[src/rtl/sp_ram_arbiter.sv]
// sp_ram_arbiter: two-port arbiter in front of a single-port RAM.
// Grants are combinational, so a lone requester gets the RAM in the cycle it
// asks. On contention the two ports alternate under a 1-bit round-robin
// pointer. Responses (rvalid/rdata) come back exactly one cycle after the
// grant, which matches the RAM's one-cycle read latency.
// Optional build macro SP_RAM_ARB_FIXED_PRIO_EN: port 0 always wins
// contention and the design carries no round-robin pointer register.
module sp_ram_arbiter #(
    parameter int ADDR_WIDTH = 8,
    parameter int DATA_WIDTH = 32
) (
    input  logic                                clk,
    input  logic                                rst,
    input  logic [1:0]                          req_i,
    input  logic [1:0][ADDR_WIDTH-1:0]          addr_i,
    input  logic [1:0]                          we_i,
    input  logic [1:0][DATA_WIDTH/8-1:0]        be_i,
    input  logic [1:0][DATA_WIDTH-1:0]          wdata_i,
    output logic [1:0]                          gnt_o,
    output logic [1:0]                          rvalid_o,
    output logic [1:0][DATA_WIDTH-1:0]          rdata_o,
    output logic                                en_o,
    output logic [ADDR_WIDTH-1:0]               addr_o,
    output logic [DATA_WIDTH-1:0]               wdata_o,
    output logic                                we_o,
    output logic [DATA_WIDTH/8-1:0]             be_o,
    input  logic [DATA_WIDTH-1:0]               rdata_i
);

    localparam int BE_WIDTH = DATA_WIDTH / 8;

    logic [1:0] gnt_s;
    logic       prio_s;
    logic [1:0] rvalid_r;
    logic       resp_we_r;

`ifdef SP_RAM_ARB_FIXED_PRIO_EN
    // Fixed priority: port 0 is always the preferred port on contention.
    assign prio_s = 1'b0;
`else
    logic prio_q;

    // Round-robin pointer: after each grant, point at the port that lost.
    always_ff @(posedge clk or posedge rst) begin
        if (rst) begin
            prio_q <= 1'b0;
        end else if (gnt_s[0]) begin
            prio_q <= 1'b1;
        end else if (gnt_s[1]) begin
            prio_q <= 1'b0;
        end else begin
            prio_q <= prio_q;
        end
    end

    assign prio_s = prio_q;
`endif

    // Grant decision: a lone requester wins at once, contention goes to prio_s.
    always_comb begin
        gnt_s = 2'b00;
        if (req_i == 2'b11) begin
            if (prio_s) begin
                gnt_s = 2'b10;
            end else begin
                gnt_s = 2'b01;
            end
        end else begin
            gnt_s = req_i;
        end
    end

    assign gnt_o = gnt_s;
    assign en_o  = req_i[0] | req_i[1];

    // RAM-side mux: forward the granted port's command, all zeros when idle.
    always_comb begin
        addr_o  = {ADDR_WIDTH{1'b0}};
        wdata_o = {DATA_WIDTH{1'b0}};
        we_o    = 1'b0;
        be_o    = {BE_WIDTH{1'b0}};
        if (gnt_s[0]) begin
            addr_o  = addr_i[0];
            wdata_o = wdata_i[0];
            we_o    = we_i[0];
            be_o    = be_i[0];
        end else if (gnt_s[1]) begin
            addr_o  = addr_i[1];
            wdata_o = wdata_i[1];
            we_o    = we_i[1];
            be_o    = be_i[1];
        end else begin
            addr_o  = {ADDR_WIDTH{1'b0}};
            wdata_o = {DATA_WIDTH{1'b0}};
            we_o    = 1'b0;
            be_o    = {BE_WIDTH{1'b0}};
        end
    end

    // Response register: remembers who was granted and whether it was a write.
    always_ff @(posedge clk or posedge rst) begin
        if (rst) begin
            rvalid_r  <= 2'b00;
            resp_we_r <= 1'b0;
        end else begin
            rvalid_r  <= gnt_s;
            resp_we_r <= we_o;
        end
    end

    assign rvalid_o = rvalid_r;

    // Read data steering: only the responding port of a read sees RAM data.
    always_comb begin
        rdata_o = {(2 * DATA_WIDTH){1'b0}};
        for (int p = 0; p < 2; p++) begin
            if (rvalid_r[p] && !resp_we_r) begin
                rdata_o[p] = rdata_i;
            end else begin
                rdata_o[p] = {DATA_WIDTH{1'b0}};
            end
        end
    end

endmodule

[config.mk]
export PLATFORM = sky130hd
export DESIGN_NAME = sp_ram_arbiter
export DESIGN_NICKNAME = d
export VERILOG_FILES = /design/src/rtl/sp_ram_arbiter.sv
export SDC_FILE = /design/constraint.sdc
export NUM_CORES = 1
export LEC_CHECK = 0
export ABC_AREA = 1
export BUFFER_PORTS_ARGS = -buffer_cell sky130_fd_sc_hd__buf_2
export CAP_MARGIN = 5
export CORE_AREA = 4 4 90 92
export CTS_CLUSTER_SIZE = 24
export DETAILED_ROUTE_END_ITERATION = 7
export DIE_AREA = 0 0 94 96
export MAX_ROUTING_LAYER = met4
export SYNTH_ARGS = -nofsm -noshare
export SYNTH_HDL_FRONTEND = slang
export SYNTH_SLANG_ARGS = --single-unit
[constraint.sdc]
create_clock -name clk -period 1.1 [get_ports clk]
set_input_delay 0.22 -clock clk [delete_from_list [all_inputs] [get_ports clk]]
set_output_delay 0.22 -clock clk [all_outputs]
set_load 0.005 [all_outputs]
Yosys cells after proc, flatten, opt, wreduce, memory -nomap -nowiden --
Index checks and enable logic that the tools add are counted.
Storage, ports and cells: register bits 4, latch bits 0, RAM bits 0, bits in read-only memories 0, input port bits 126, output and inout port bits 114, word-level logic and storage cells 23, memories 0
Operators by class: $add $sub $neg 0, $mul 0, div/mod/pow operators 0, magnitude comparators 0, equality and inequality tests 1, shift operators 0, multiplexer cells 14, bitwise gates (word level) 1, reductions and logical operators 4
Operators by type and width (count):
- $mux W32 | 4
- $mux W8 | 2
- $mux W4 | 2
- $mux W1 | 4
- $mux W2 | 2
- $eq A2 B2 Y1 const B | 1
- $logic_and A1 B1 Y1 | 2
- $reduce_bool A2 Y1 | 1
- $logic_not A1 Y1 | 1
- $or A1 B1 Y1 | 1

Logic depth before layout (Yosys ltp) --
word-level depth 4, mapped depth 5

Worst setup path before layout --
Ideal clock, no wire load.
kind register to output, start register prio_q, end output port addr_o[0], arrival 0.845 ns, required time 0.880 ns, setup slack 0.035 ns, cell stages (with the launch flop) 6, cells stage by stage dfrtp_1 -> inv_1 -> nand2_2 -> buf_4 -> nand3_1 -> nand2_1
Between the ends: longest elaborated chain between the ends 4
RTL lines:
- start: declaration | line 41 | logic prio_q;
- start signal: assignment | line 52 | prio_q <= prio_q;
- $mux W2 * | line 63 | if (prio_s) begin
- $mux W2 * | line 62 | if (req_i == 2'b11) begin
- $mux W8 | line 87 | end else if (gnt_s[1]) begin
- $mux W8 * | line 82 | if (gnt_s[0]) begin
- end: declaration | line 23 | output logic [ADDR_WIDTH-1:0] addr_o,
Mark *: on every way between the ends. The rest lies on a longest branch, timed or not.

Final worst setup path --
start register prio_q, end output port wdata_o[4]
Between the ends: longest elaborated chain between the ends 4
RTL lines:
- $mux W2 * | line 63
- $mux W2 * | line 62
- $mux W32 | line 87
- $mux W32 * | line 82
- end: declaration | line 24 | output logic [DATA_WIDTH-1:0] wdata_o,
Marked as above.

==> results_dict.tcl <==
set metrics [dict create \
    finalSetupViolCount 112 \
    finalHoldViolCount 0 \
    sw_frac_of_total_pct 43.0 \
    grt_overflow 0 \
    power_leakage_nw 2.10 \
    synth-xor-area-share_pct 0 \
    place_area_um2 2640 \
    hpwl_mm 6.04 \
    max_slew_margin_pct 84.1 \
    power_frac_seq_pct 8.3 \
    first_global_vias 2579 \
    areaGrowthSynthToFinish_pct 156 \
    holdWs_ps 345 \
    crit_path_max_incr_delay_ps 390 \
    via_count 2721 \
    wl_mm 8.52 \
    h-tree-depth 1 \
    fin_skew_ps 0.258 \
    yosys.area_share.adder_pct 0 \
    final.setup.worst_slack_ps -357 \
    yosys.area_share.simple_pct 68.8 \
    ys_seq_area_share_pct 7.77 \
    cpLargestDelayFamily "buffers and inverters" \
    fin_setup_tns_ps -32240 \
    first_iter_violations 35 \
    grt_max_degree 33 \
    min_period_ps 1460 \
    cp_slowest_cell "dfrtp_1" \
    grt_pass1_wl_mm 11.5 \
    dieArea_um2 9020 \
    diodes 0 \
    fin_nets 641 \
    worst_setup_path_start_kind "register" \
    p_comb_share_pct 77.3 \
    vias_per_cell 4.45 \
    violations "negative setup slack" \
    drive_above_1_share_pct 65.7 \
    pwr_density_cell_nw_per_um2 641 \
    max_cap_violations 0 \
    path_clk_slew_ps 30 \
    worstHoldPathType "in2reg" \
    dr.pass1.iters 4 \
    fp.dieH_um 96 \
    worstPathRequired_ps 880 \
    critical_path_class "reg2out" \
    drc 0 \
    netlist_instances 273 \
    cp.arrival_ps 1240 \
    clock-sinks 4 \
    fp.dieW_um 94 \
    power_mw 2.11 \
    syn_avg_cell_area_um2 4.72 \
    period_share_pct 132 \
    crit_path_end_kind "primary output" \
    grt_setup_unrepaired "true" \
    grt_use_total_pct 16.1 \
    wl_per_cell_um 13.9 \
    syn_area_um2 1290 \
    ios 240 \
    postRouteAntennaNets 0 \
    maxSlewViolCount 0 \
    insertion_delay_ps 210 \
    yosysWarnings 0 \
    synth_top_family_by_area "simple AND/OR/NAND/NOR gates" \
    max-clock-path-buffers 2 \
    tritoncts "done" \
    fin_area_um2 3300 \
    syn_nets 399 \
    gp_congestion 0.761 \
    worst_pin_slew_ps 239 \
    timing.fmax_ghz 0.686 \
    rows 31 \
    status "complete, but fails checks" \
    synth-seq-cells 4 \
    synthMuxAreaShare_pct 0 \
    start_util_pct 17.9 \
    cp_max_fo 11 \
    io_buffer_count 239 \
    antenna_found_initial 0 \
    ir_drop_uv 309 \
    cts_root_buffer "clkbuf_8" \
    numCtsBuffers 3 \
    p_clk_share_pct 14.5 \
    crit_chain "inv_2, nand2_8, clkbuf_16, nand3_1, nand2_1, buf_2" \
    p_int_mw 1.20 \
    post_synth_num_cell_types 10 \
    power.switching_mw 0.910 \
    post-route-util_pct 45.7 \
    synth-compound-area-share_pct 0.777 \
    crit_buf_inv 3 \
    core_area_um2 7210 \
]
[final cells by class]
cell class              count  area [µm²]
multi-input cells         207        1270
fillers                   735        3920
inverters                  38         143
flip-flops and latches      4         100
clock buffers               3        41.3
repair buffers            261        1620
well taps                  99         124
[synthesized netlist by cell type (all sizes together)]
library cell | count | share of area (%)
nand2 | 50 | 15
buf | 24 | 12
nor2 | 65 | 19
inv | 38 | 11
nand3 | 90 | 35
a21oi | 2 | 0.78
dfrtp | 4 | 7.8
[state kept, by name (all words and copies together), names as in the netlist]
register / cells
prio_q: 1
resp_we_r: 1
rvalid_o: 2
[worst min-delay path: cells and delay by family]
kind / cells / cell delay [ps]
and+or+nand+nor: 2 / 130
buffers and inverters: 2 / 170
[path summary, 6_finish.rpt]
kind                       startpoint     endpoint  slack, ps  cells past startpoint
min in group asynchronous         rst  rvalid_o[1]        440                      3
max                            prio_q   wdata_o[4]       -360                      6
max in group asynchronous         rst  rvalid_o[0]        500                      3
min                           we_i[1]    resp_we_r        350                      4
max reg2reg                    prio_q    resp_we_r        -10                      6
min reg2reg                    prio_q  rvalid_o[1]        740                      3
[per-layer routing]
layer / routed length, µm / vias to the layer above / track usage, %
met5: 0 / - / -
met4: 154 / 0 / 4.33
met3: 718 / 15 / 2.27
met2: 4510 / 159 / 31.5
met1: 3140 / 1209 / 16.9
li1: - / 1338 / -
[cell families after synthesis]
kind of cell | count (synthesis)
simple gates | 205
buf+inv | 62
compound gates | 2
flops | 4
[metrics by stage]
| stage | cells | worst slack, ps |
|---|---|---|
| global placement | 599 | -90.0 |
| floorplan | 273 | 34.5 |
| CTS | 607 | -337 |
| finish | 612 | -357 |
| global route | 612 | -408 |
| detailed placement | 599 | -113 |
[timing repair]
item                                    in CTS  in global routing
hold buffers                                 1                  0
resized for setup                           41                 66
pin swaps                                    3                  2
cloned                                       4                  3
endpoints found under the hold margin        4                  0
buffers inserted                             1                  3
endpoints found under the setup margin     112                113
[cells in the final DEF (no fill, tap or decap)]
master	instances
nand2_1	43
buf_6	4
nand2_8	1
inv_2	3
nor2_1	26
nor2_4	22
nor2_2	17
buf_12	8
clkbuf_16	3
dlygate4sd3_1	1
buf_4	5
dfrtp_1	4
a21oi_1	1
nand3_1	66
nand2_4	1
a21oi_4	1
buf_16	4
clkbuf_8	3
buf_2	235
nand3_2	24
clkbuf_4	1
inv_1	35
nand2_2	5
[power groups by stage]
| stage | Sequential (mW) | Combinational [mW] | Clock (mW) |
|---|---|---|---|
| 2_1_floorplan | 0.173 | 0.557 | 0 |
| 3_3_place_gp | 0.172 | 1.24 | 0 |
| 3_5_place_dp | 0.173 | 1.25 | 0 |
| 4_1_cts | 0.175 | 1.46 | 0.316 |
| 5_1_grt | 0.176 | 1.79 | 0.325 |
| 6_report | 0.175 | 1.63 | 0.305 |
Note: power is estimated with default switching activity, not from simulation.
